File: src/rtl/popcount_acc_pipe.sv
// Streaming popcount accumulator for BNN neurons: optional XNOR, grouped popcount,
// saturating per-frame accumulation, thresholded activation on a valid/ready output.
module popcount_acc_pipe #(
    parameter int unsigned VWIDTH  = 64,
    parameter int unsigned GROUP   = 4,
    parameter int unsigned CWIDTH  = 12,
    parameter bit          XNOR_EN = 1'b1
) (
    input  logic              clk,
    input  logic              rst_n,
    input  logic              in_valid,
    output logic              in_ready,
    input  logic [VWIDTH-1:0] in_data,
    input  logic [VWIDTH-1:0] in_w,
    input  logic              in_last,
    input  logic [CWIDTH-1:0] in_thresh,
    output logic              out_valid,
    input  logic              out_ready,
    output logic [CWIDTH-1:0] out_count,
    output logic              out_bit,
    output logic              out_sat
);

    // NG includes the partial remainder group; padding bits are zero so it counts correctly
    localparam int unsigned NG  = (VWIDTH + GROUP - 1) / GROUP;
    localparam int unsigned PW  = NG * GROUP;
    localparam int unsigned LW  = $clog2(VWIDTH + 1);
    localparam int unsigned SW  = ((CWIDTH > LW) ? CWIDTH : LW) + 1;
    localparam logic [SW:0] MAXV = {{(SW + 1 - CWIDTH){1'b0}}, {CWIDTH{1'b1}}};

    logic              adv_c;
    logic [VWIDTH-1:0] x_c;
    logic [PW-1:0]     xp_c;
    logic [NG*3-1:0]   grp_cnt_c;

    logic              a_valid;
    logic              a_last;
    logic [CWIDTH-1:0] a_thresh;
    logic [NG*3-1:0]   a_cnt;

    logic [CWIDTH-1:0] acc;
    logic              sat;

    logic [SW-1:0]     s_c;
    logic [SW:0]       t_full_c;
    logic              ovf_c;
    logic [CWIDTH-1:0] t_c;

    // Whole pipeline stalls only while a result is held unaccepted
    assign adv_c    = !(out_valid && !out_ready);
    assign in_ready = adv_c;

    assign x_c  = XNOR_EN ? ~(in_data ^ in_w) : in_data;
    assign xp_c = PW'(x_c);

    // Stage A leaf-group counts
    always_comb begin
        grp_cnt_c = '0;
        for (int unsigned g = 0; g < NG; g++) begin
            for (int unsigned b = 0; b < GROUP; b++) begin
                grp_cnt_c[g*3 +: 3] = grp_cnt_c[g*3 +: 3] + 3'(xp_c[g*GROUP + b]);
            end
        end
    end

    always_ff @(posedge clk or negedge rst_n) begin
        if (!rst_n) begin
            a_valid  <= 1'b0;
            a_last   <= 1'b0;
            a_thresh <= '0;
            a_cnt    <= '0;
        end else if (adv_c) begin
            a_valid <= in_valid;
            if (in_valid) begin
                a_cnt    <= grp_cnt_c;
                a_last   <= in_last;
                a_thresh <= in_thresh;
            end
        end
    end

    // Stage B: group sum and saturating accumulate, sized so nothing can wrap
    always_comb begin
        s_c = '0;
        for (int unsigned g = 0; g < NG; g++) begin
            s_c = s_c + SW'(a_cnt[g*3 +: 3]);
        end
        t_full_c = (SW + 1)'(acc) + (SW + 1)'(s_c);
        ovf_c    = (t_full_c > MAXV);
        t_c      = ovf_c ? {CWIDTH{1'b1}} : t_full_c[CWIDTH-1:0];
    end

    always_ff @(posedge clk or negedge rst_n) begin
        if (!rst_n) begin
            acc       <= '0;
            sat       <= 1'b0;
            out_valid <= 1'b0;
            out_count <= '0;
            out_bit   <= 1'b0;
            out_sat   <= 1'b0;
        end else if (adv_c) begin
            out_valid <= a_valid && a_last;
            if (a_valid) begin
                if (a_last) begin
                    out_count <= t_c;
                    out_sat   <= sat | ovf_c;
                    out_bit   <= (t_c >= a_thresh);
                    acc       <= '0;
                    sat       <= 1'b0;
                end else begin
                    acc <= t_c;
                    sat <= sat | ovf_c;
                end
            end
        end
    end

endmodule
File: config.mk
export PLATFORM = sky130hd
export DESIGN_NAME = popcount_acc_pipe
export DESIGN_NICKNAME = d
export VERILOG_FILES = /design/src/rtl/popcount_acc_pipe.sv
export SDC_FILE = /design/constraint.sdc
export NUM_CORES = 1
export LEC_CHECK = 0
export BUFFER_PORTS_ARGS = -buffer_cell sky130_fd_sc_hd__buf_2
export CAP_MARGIN = 20
export CELL_PAD_IN_SITES_DETAIL_PLACEMENT = 2
export CELL_PAD_IN_SITES_GLOBAL_PLACEMENT = 2
export CORE_MARGIN = 5
export CORE_UTILIZATION = 38
export DETAILED_ROUTE_END_ITERATION = 6
export PLACE_DENSITY = 0.87
export REMOVE_ABC_BUFFERS = 1
export SYNTH_ARGS = -nofsm -noshare
export SYNTH_HDL_FRONTEND = slang
export SYNTH_SLANG_ARGS = --single-unit
export TNS_END_PERCENT = 30
File: constraint.sdc
create_clock -name clk -period 13.4 [get_ports clk]
set_input_delay 2.01 -clock clk [delete_from_list [all_inputs] [get_ports clk]]
set_output_delay 2.01 -clock clk [all_outputs]
set_load 0.05 [all_outputs]
======== After elaboration in Yosys (flattened, before gate mapping) ========
Index checks and enable logic that the tools add are counted.
storage, ports and cells
  output and inout bits ................... 16
  word-level logic and storage cells ...... 90
  RAM bits ................................ 0
  ROM bits ................................ 0
  bits in latches ......................... 0
  memories kept ........................... 0
  bits in registers ....................... 90
  bits of input ports ..................... 145
operators by class
  $mul .................................... 0
  bitwise logic cells ..................... 4
  add/sub/neg operators ................... 64
  muxes and demuxes ....................... 3
  shift operators ......................... 0
  reduce and logical (&&, ||, !) cells .... 7
  div/mod/pow operators ................... 0
  equal/unequal tests ..................... 0
  $lt $le $gt $ge ......................... 2
operators with widths
  operator                                                         count
  adder 13 x 3 -> 13 bit                                           5
  inverter 64 bit                                                  1
  bitwise XOR 64 bit                                               1
  adder 2 x 1 -> 3 bit                                             16
  adder 3 x 1 -> 3 bit                                             16
  adder 1 x 1 -> 2 bit                                             16
  2-to-1 mux 12 bit                                                2
  adder 12 x 13 -> 14 bit                                          1
  greater-than comparator 14 x 12 -> 1 bit, second input constant  1
  adder 12 x 3 -> 13 bit                                           1
  adder 11 x 3 -> 12 bit                                           1
  greater-or-equal comparator 12 bit                               1
  adder 10 x 3 -> 11 bit                                           1
  adder 9 x 3 -> 10 bit                                            1
  adder 8 x 3 -> 9 bit                                             1
  adder 7 x 3 -> 8 bit                                             1
  adder 6 x 3 -> 7 bit                                             1
  adder 5 x 3 -> 6 bit                                             1
  adder 4 x 3 -> 5 bit                                             1
  adder 3 x 3 -> 4 bit                                             1
  AND reduction 2 bit                                              2
  AND reduction 3 bit                                              1
  logical AND 1 bit                                                2
  zero test 1 bit                                                  2
  3 further kinds                                                  3

======== Longest topological paths before layout ========
Gate-level depths: netlist (run 1).
  depth after elaboration ................. 19
  depth in mapped cells ................... 25
  mapped depth without buffers ............ 24

======== Least setup slack after synthesis (run 1) ========
Ideal clock, no wire load.
  kind .................................... register to register
  from .................................... register a_cnt[32]
  to ...................................... register out_bit
  data required time ...................... 13279 ps
  buffers on the path ..................... 0
  arrival ................................. 5864 ps
  clock period less this slack ............ 5985 ps
  stages on the path, launching flop included .. 22
  setup time .............................. 121 ps
  path slack .............................. 7415 ps
  cells stage by stage .................... dfrtp_1 fa_1 inv_1 fa_1 inv_1 fa_1 inv_1 fa_1 fa_1 inv_1 fa_1 ha_1 nor2b_1 o31a_4 o21ai_4 and3_1 ha_1 nand2b_1 a21o_1 a211oi_1 o41ai_1 o22a_1
between the ends
  longest elaborated chain between the ends .. 10
ends and longest elaborated chain
  element                                   line  text
  start, declared                           39    logic [NG*3-1:0] a_cnt;
  start signal, assigned                    75    a_cnt <= grp_cnt_c;
  adder 12 x 3 -> 13 bit *                  86    s_c = s_c + SW'(a_cnt[g*3 +: 3]);
  adder 13 x 3 -> 13 bit * (5 in series)    86
  adder 12 x 13 -> 14 bit *                 88    t_full_c = (SW + 1)'(acc) + (SW + 1)'(s_c);
  greater-than comparator 14 x 12 -> 1 bit  89    ovf_c = (t_full_c > MAXV);
  2-to-1 mux 12 bit *                       90    t_c = ovf_c ? {CWIDTH{1'b1}} : t_full_c[CWIDTH-1:0];
  greater-or-equal comparator 12 bit *      107   out_bit <= (t_c >= a_thresh);
  end signal, assigned                      107
  end, declared                             20    output logic out_bit,
Every way passes the cells marked *; elsewhere a longest branch is shown, timed or not.
A chain may end at the register's enable or synchronous reset.

======== Final worst setup path (run 1) ========
Ends and elaborated chain as after synthesis.

==> results of run 1 <==
[worst max-delay path, delay by kind of cell (launching register included)]
family                   cells  cell delay, ns
AO/OA/AOI/OAI                6            1.64
adder cells (fa/ha/maj)      8            3.69
buffers and inverters        4            0.24
flip-flops                   1            0.41
AND/OR/NAND/NOR              3            0.62
[placed cells by master, fill, tap and decap left out, types with 2 or more instances in the layout]
master / n
sky130_fd_sc_hd__xnor2_1: 19
sky130_fd_sc_hd__nand3b_1: 2
sky130_fd_sc_hd__nor3_1: 5
sky130_fd_sc_hd__nand3_1: 8
sky130_fd_sc_hd__a31oi_1: 6
sky130_fd_sc_hd__o31ai_1: 3
sky130_fd_sc_hd__nand4_1: 3
sky130_fd_sc_hd__o211a_1: 2
sky130_fd_sc_hd__o21a_1: 2
sky130_fd_sc_hd__ha_1: 65
sky130_fd_sc_hd__a21o_1: 7
sky130_fd_sc_hd__a22o_1: 8
sky130_fd_sc_hd__buf_4: 3
sky130_fd_sc_hd__a21oi_1: 9
sky130_fd_sc_hd__dfrtp_1: 90
sky130_fd_sc_hd__and3_1: 4
sky130_fd_sc_hd__o211ai_2: 4
sky130_fd_sc_hd__o22a_1: 2
sky130_fd_sc_hd__buf_2: 159
sky130_fd_sc_hd__a21oi_2: 2
sky130_fd_sc_hd__nor2_1: 16
sky130_fd_sc_hd__fa_1: 61
sky130_fd_sc_hd__xor2_1: 50
sky130_fd_sc_hd__clkbuf_1: 2
sky130_fd_sc_hd__a211o_1: 2
sky130_fd_sc_hd__o21ai_0: 11
sky130_fd_sc_hd__inv_1: 123
sky130_fd_sc_hd__nand2_1: 13
sky130_fd_sc_hd__mux2_2: 65
sky130_fd_sc_hd__clkbuf_16: 9
sky130_fd_sc_hd__clkbuf_8: 2
sky130_fd_sc_hd__nand2b_1: 5
sky130_fd_sc_hd__a211oi_1: 4
[metal layers]
layer | vias up | track usage | wire [µm]
met1 | 2642 | 0.206 | 7610
li1 | 2381 | - | -
met3 | 37 | 0.0339 | 884
met2 | 140 | 0.360 | 11000
met5 | - | 0 | 0
met4 | 0 | 0.0801 | 628
[kinds of logic (layout without fill, tap and decap cells)]
family	Yosys count	after routing	share of synthesized area
buffers and inverters	139	300	0.0768
AO/OA/AOI/OAI	79	79	0.0899
multiplexers	66	66	0.105
AND/OR/NAND/NOR	63	63	0.0433
adder cells (fa/ha/maj)	126	126	0.285
flip-flops	90	90	0.316
XOR/XNOR	69	69	0.0847
[synth_stat cells, drive strengths merged, types with 2 or more instances]
library cell	instances	area share
o21ai	13	0.011
o31ai	5	0.0079
nand3	8	0.0056
mux2	66	0.10
a211o	2	0.0025
nand2	14	0.0074
o21a	2	0.0021
inv	123	0.065
clkbuf	4	0.0021
a22o	8	0.0098
xor2	50	0.061
o31a	2	0.0037
ha	65	0.11
a21oi	12	0.011
fa	61	0.17
a211oi	4	0.0042
xnor2	19	0.023
nand4	3	0.0026
dfrtp	90	0.32
nand2b	5	0.0044
nor3	5	0.0035
a31oi	6	0.0053
o22a	2	0.0025
and3	4	0.0035
or2	2	0.0018
o211a	2	0.0028
nand3b	2	0.0021
buf	12	0.010
o211ai	5	0.0081
a21o	7	0.0074
nor2	16	0.0084
a21boi	2	0.0021
[path summary, 6_finish.rpt]
kind                                 endpoint  slack [ns]     startpoint  cells past startpoint
worst min register to register  out_count[11]        0.49  out_count[11]                      2
max in group asynchronous           a_cnt[47]       10.68          rst_n                      2
worst min-delay path            out_count[11]        0.49  out_count[11]                      2
worst max-delay path                  out_bit        6.70      a_cnt[32]                     21
worst max register to register        out_bit        6.70      a_cnt[32]                     21
min in group asynchronous         a_thresh[7]        1.65          rst_n                      1
[final cells by class]
type                    instances  area (µm²)  share of cell area
inverters                     123         462              0.0547
multi-input cells             403        4340               0.514
clock buffers                  13         260              0.0308
repair buffers                162         818              0.0970
flip-flops and latches         90        2250               0.267
well taps                     234         293              0.0347
clock inverters                 2        12.5             0.00148
[metrics by stage]
step / cells / utilization / hold slack [ns] / instance area (µm²)
2_1_floorplan: 616 / - / 0.473 / 7050
3_3_place_gp: 1012 / 0.439 / 0.462 / 8160
3_5_place_dp: 1012 / 0.439 / 0.478 / 8160
4_1_cts: 1027 / 0.454 / 0.493 / 8440
5_1_grt: 1027 / 0.454 / 0.511 / 8440
6_report: 1027 / 0.454 / 0.487 / 8440
[registers in the layout (all words and copies together) (netlist names)]
name       flops
a_cnt         48
a_thresh      12
acc           12
out_count     12
a_last         1
a_valid        1
out_bit        1
out_sat        1
out_valid      1
sat            1
==> results_tabular.tex, run 1 <==
\begin{tabular}{lr}
\hline
Metric & Value \\
\hline
\multicolumn{2}{l}{\textbf{Clocking}} \\
Number of levels the H-tree was split into & 3 \\
Clock slew at the register clock pins of the worst setup and hold paths & 0.06 ns \\
Maximum clock insertion buffer count & 2 \\
CTS resizes & 0 \\
Hold buffer count at cts & 0 \\
Number of buffers inserted during clock tree synthesis & 9 \\
Clock root buffer master & sky130\_fd\_sc\_hd\_\_clkbuf\_16 \\
Clock tree from TritonCTS & done \\
Post CTS Setup Buffer Count & 0 \\
Number of sinks driven by the clock tree & 90 \\
Clock insertion delay at the later pin of the skew report & 0.36 ns \\
\multicolumn{2}{l}{\textbf{Route}} \\
\# DRC & 0 \\
Routed WL per cell & 19.6 µm \\
Initial drt markers & 118 \\
Routed vias/inst & 5.06 \\
Count of antenna-violating nets left after detailed routing & 0 \\
Detailed-route wire length & 20,100 µm \\
Total via count after detailed routing & 5,200 \\
DRT Pass-1 Iters & 4 \\
\multicolumn{2}{l}{\textbf{Global route}} \\
Pin count of the biggest net entering global routing & 63 \\
First-pass GRT wire length & 32,500 µm \\
Number of global-route vias before repair & 6,253 \\
GRT Util Overall & 0.190 \\
Global-route congestion overflow total & 0 \\
Antenna violations before repair & 0 \\
\multicolumn{2}{l}{\textbf{Synthesis}} \\
Most common flop cell mapped by yosys & sky130\_fd\_sc\_hd\_\_dfrtp\_1 \\
Number of flops mapped to enable cells by yosys & 0 \\
Post-synthesis register bit count & 90 \\
Sequential cell area fraction in the yosys report & 0.316 \\
Per-instance average area after synthesis & 11.3 µm² \\
Synth unique cells & 56 \\
Cell area after synthesis & 7140 µm² \\
Cell count after synthesis & 632 \\
Share of synthesized registers carrying an async set or reset & 1.00 \\
Number of warnings printed during yosys synthesis & 0 \\
\multicolumn{2}{l}{\textbf{Die}} \\
Starting utilization of the core area & 0.384 \\
Area of the die & 21,600 µm² \\
Die width & 147 µm \\
Area of the core & 18,600 µm² \\
Die height & 147 µm \\
IO Count & 161 \\
Cell row count & 50 \\
\multicolumn{2}{l}{\textbf{Critical path}} \\
Required time worst endpoint & 13.64 ns \\
Critical Path End Type & flop \\
Cells along the critical path & fa\_1, inv\_1, fa\_1, inv\_1, fa\_1, inv\_1, fa\_1, fa\_1, inv\_1, fa\_1, ha\_1, nor2b\_1, o31a\_4, o21ai\_4, and3\_1, ha\_1, nand2b\_1, a21o\_1, a211oi\_1, o41ai\_1, o22a\_1 \\
Cell repeated most along the worst path & sky130\_fd\_sc\_hd\_\_fa\_1 \\
Critical path start-end classification & reg -> reg \\
Max FO, Critical Path & 10 \\
Arrival time reported for the critical path endpoint & 6.94 ns \\
Slowest cell on crit path & sky130\_fd\_sc\_hd\_\_fa\_1 \\
CP peak stage delay & 0.55 ns \\
Critical Path Source Type & flop \\
\multicolumn{2}{l}{\textbf{Timing}} \\
Setup TNS & 0 ns \\
Minimum clock period after layout & 6.70 ns \\
Worst Clk Skew & 0.0157 ns \\
Slew margin rel. & 0.422 \\
Max Slew Vio Count & 0 \\
Setup repair after global routing missed its margin & no \\
Number of endpoints failing setup at the final stage & 0 \\
Post-layout worst setup margin & 6.70 ns \\
Share of the clock period used by the worst path & 0.500 \\
Worst Max-Slew Pin Slew & 0.868 ns \\
Highest Clock Rate & 149 MHz \\
Final-report hold violation count & 0 \\
\multicolumn{2}{l}{\textbf{Outcome}} \\
Status & finished clean \\
\multicolumn{2}{l}{\textbf{Flow run}} \\
Maximum Capacitance Violations & 0 \\
\multicolumn{2}{l}{\textbf{Final layout}} \\
Ratio of cells with drive above 1 in the final layout & 0.324 \\
Final net count & 1,060 \\
Fillers & 1,927 \\
Antenna Diode Count & 0 \\
Layout Area Growth over Synthesis & 18.2\% \\
\multicolumn{2}{l}{\textbf{Place}} \\
Count of port buffers added during placement & 160 \\
RePlAce Congestion & 0.822 \\
Post-detail-place hpwl & 16,500 µm \\
Pre-CTS setup slack & 6.73 ns \\
\multicolumn{2}{l}{\textbf{Worst hold path}} \\
Worst hold-check path type & reg -> reg \\
\hline
\end{tabular}
Power of run 1 is left out: the tool's default activity adds up to more than one toggle a clock period on the data nets, which glitch-free logic cannot reach.
==> inputs of run 2 (changes only) <==
--- a/config.mk
+++ b/config.mk
@@ -10,9 +10,9 @@
 export CELL_PAD_IN_SITES_DETAIL_PLACEMENT = 2
 export CELL_PAD_IN_SITES_GLOBAL_PLACEMENT = 2
 export CORE_MARGIN = 5
-export CORE_UTILIZATION = 38
+export CORE_UTILIZATION = 32
 export DETAILED_ROUTE_END_ITERATION = 6
-export PLACE_DENSITY = 0.87
+export PLACE_DENSITY = 0.78
 export REMOVE_ABC_BUFFERS = 1
 export SYNTH_ARGS = -nofsm -noshare
 export SYNTH_HDL_FRONTEND = slang
==> constraint.sdc (replaced) <==
create_clock -name clk -period 5.5 [get_ports clk]
set_input_delay 0.825 -clock clk [delete_from_list [all_inputs] [get_ports clk]]
set_output_delay 0.825 -clock clk [all_outputs]
set_load 0.05 [all_outputs]
==> run 2 against run 1 <==
  * The run now ends with negative setup slack left
  * Fmax increased by 6.1%
  * Sequential share of layout area decreased by 2.6 points
  * Routed wire length increased by 21%
  * Clock skew decreased by 0.0058 ns
  * Cell count increased by 10%
  * Highest routed layer unchanged
==> results_tabular.tex, run 2 (same netlist as run 1, synthesis figures left out) <==
\begin{tabular}{lr}
\hline
Metric & Value \\
\hline
\multicolumn{2}{l}{\textbf{Global route}} \\
Global-route congestion overflow total & 0 \\
Antenna violations before repair & 0 \\
Number of global-route vias before repair & 6,435 \\
First-pass GRT wire length & 34,300 µm \\
GRT Util Overall & 0.168 \\
Pin count of the biggest net entering global routing & 54 \\
\multicolumn{2}{l}{\textbf{Clocking}} \\
Clock root buffer master & sky130\_fd\_sc\_hd\_\_clkbuf\_16 \\
Clock insertion delay at the later pin of the skew report & 0.37 ns \\
Number of buffers inserted during clock tree synthesis & 9 \\
Clock tree from TritonCTS & done \\
Number of sinks driven by the clock tree & 90 \\
Number of levels the H-tree was split into & 3 \\
Clock slew at the register clock pins of the worst setup and hold paths & 0.06 ns \\
Maximum clock insertion buffer count & 2 \\
\multicolumn{2}{l}{\textbf{Timing}} \\
Worst Max-Slew Pin Slew & 0.946 ns \\
Highest Clock Rate & 158 MHz \\
Minimum clock period after layout & 6.32 ns \\
Setup TNS & -2.55 ns \\
Setup repair after global routing missed its margin & yes \\
Final-report hold violation count & 0 \\
Slew margin rel. & 0.369 \\
Max Slew Vio Count & 0 \\
Share of the clock period used by the worst path & 1.15 \\
Worst Clk Skew & 0.00990 ns \\
Post-layout worst setup margin & -0.816 ns \\
Number of endpoints failing setup at the final stage & 18 \\
\multicolumn{2}{l}{\textbf{Critical path}} \\
CP peak stage delay & 0.59 ns \\
R2R depth & 20 \\
Crit path max-delay family & adder cells \\
Cells along the critical path & inv\_2, fa\_2, fa\_1, inv\_2, fa\_1, fa\_1, inv\_2, fa\_1, fa\_2, fa\_2, nor2b\_4, o31ai\_4, o211ai\_1, buf\_4, and3\_4, nor2\_2, ha\_4, nand4\_1, o41ai\_2, o22a\_1 \\
Slowest cell on crit path & sky130\_fd\_sc\_hd\_\_fa\_1 \\
R2R Setup Slk & -0.82 ns \\
Critical Path End Type & flop \\
Worst r2r dst & out\_bit \\
Cell repeated most along the worst path & sky130\_fd\_sc\_hd\_\_fa\_1 \\
Buffers \& Inverters on Critical Path & 4 \\
Required time worst endpoint & 5.80 ns \\
Critical path start-end classification & reg -> reg \\
Max FO, Critical Path & 4 \\
Arrival time reported for the critical path endpoint & 6.62 ns \\
Launch instance of the worst register-to-register path & a\_cnt[34] \\
Critical Path Source Type & flop \\
\multicolumn{2}{l}{\textbf{Route}} \\
Total via count after detailed routing & 5,570 \\
\# DRC & 0 \\
Detailed-route wire length & 24,200 µm \\
Count of antenna-violating nets left after detailed routing & 0 \\
Routed vias/inst & 4.92 \\
Routed WL per cell & 21.4 µm \\
Initial drt markers & 248 \\
DRT Pass-1 Iters & 4 \\
\multicolumn{2}{l}{\textbf{Die}} \\
Die width & 159 µm \\
IO Count & 161 \\
Cell row count & 54 \\
Area of the die & 25,400 µm² \\
Starting utilization of the core area & 0.326 \\
Die height & 159 µm \\
Area of the core & 21,900 µm² \\
\multicolumn{2}{l}{\textbf{Final layout}} \\
Layout Area Growth over Synthesis & 31.1\% \\
Final net count & 1,120 \\
Post-route standard cell area excluding fillers & 9360 µm² \\
Fillers & 2,314 \\
Flip-flop count of the largest register after layout & 48 \\
Reg with most FFs & a\_cnt \\
Most frequent cells in the layout & 159 x sky130\_fd\_sc\_hd\_\_buf\_2, 115 x sky130\_fd\_sc\_hd\_\_inv\_1, 90 x sky130\_fd\_sc\_hd\_\_dfrtp\_1 \\
Ratio of cells with drive above 1 in the final layout & 0.428 \\
Most common cell after layout, fill and taps aside & sky130\_fd\_sc\_hd\_\_buf\_2 \\
Antenna Diode Count & 0 \\
\multicolumn{2}{l}{\textbf{Place}} \\
RePlAce Congestion & 0.844 \\
Instance area after placement & 8550 µm² \\
Post-detail-place hpwl & 15,800 µm \\
Count of port buffers added during placement & 160 \\
\multicolumn{2}{l}{\textbf{Outcome}} \\
Status & finished with violations \\
Violations in the final reports & negative setup slack \\
\multicolumn{2}{l}{\textbf{Worst hold path}} \\
Worst hold-check path type & in -> async \\
\multicolumn{2}{l}{\textbf{Flow run}} \\
Maximum Capacitance Violations & 0 \\
\hline
\end{tabular}
-- run 2: cell types whose count changed in the layout (fill, tap and decap cells not counted), sizes merged --
cell,before,now
buf,162,222
bufinv,0,4
clkbuf,13,10
clkinv,1,0
-- run 2: worst max path at each step --
stage	from	to	cells past startpoint
floorplan	a_cnt[32]	out_bit	21
global placement	a_cnt[32]	out_bit	21
detailed placement	a_cnt[2]	out_bit	20
CTS	a_cnt[38]	out_bit	21
global route	a_cnt[34]	out_bit	20
finish	a_cnt[34]	out_bit	20
-- run 2: cell type report --
class                           instances  area (µm²)  area share
Inverter                              123         462      0.0493
Clock buffer                           10         229      0.0245
Tap cell                              280         350      0.0374
Timing Repair Buffer                  222        1300       0.139
Clock inverter                          5         128      0.0136
Multi-Input combinational cell        403        4630       0.495
Sequential cell                        90        2250       0.241
-- run 2: what timing repair did --
item | in CTS | in global routing
endpoints found under the hold margin | 0 | 0
hold buffers | 0 | 0
endpoints found under the setup margin | 17 | 19
gates resized for setup | 33 | 38
buffers inserted | 6 | 11
pin swaps | 36 | 30
-- run 2: through the flow --
stage / setup slack (ns) / cells / utilization / hold WS (ns)
2_1_floorplan: -0.486 / 616 / - / 0.473
3_3_place_gp: -0.653 / 1102 / 0.391 / 0.459
3_5_place_dp: -0.786 / 1102 / 0.391 / 0.468
4_1_cts: -0.550 / 1123 / 0.417 / 0.459
5_1_grt: -1.02 / 1133 / 0.427 / 0.468
6_report: -0.816 / 1133 / 0.427 / 0.441
-- run 2: metal layers --
layer	routed length, µm	global-route usage	part of all wire	vias to the layer above
met2	13600	0.319	0.56	156
met1	8820	0.191	0.36	2873
met3	1130	0.0256	0.047	43
met4	685	0.0520	0.028	0
met5	0	0	0	-
li1	-	-	-	2498
Power of run 2 is left out for the same reason.
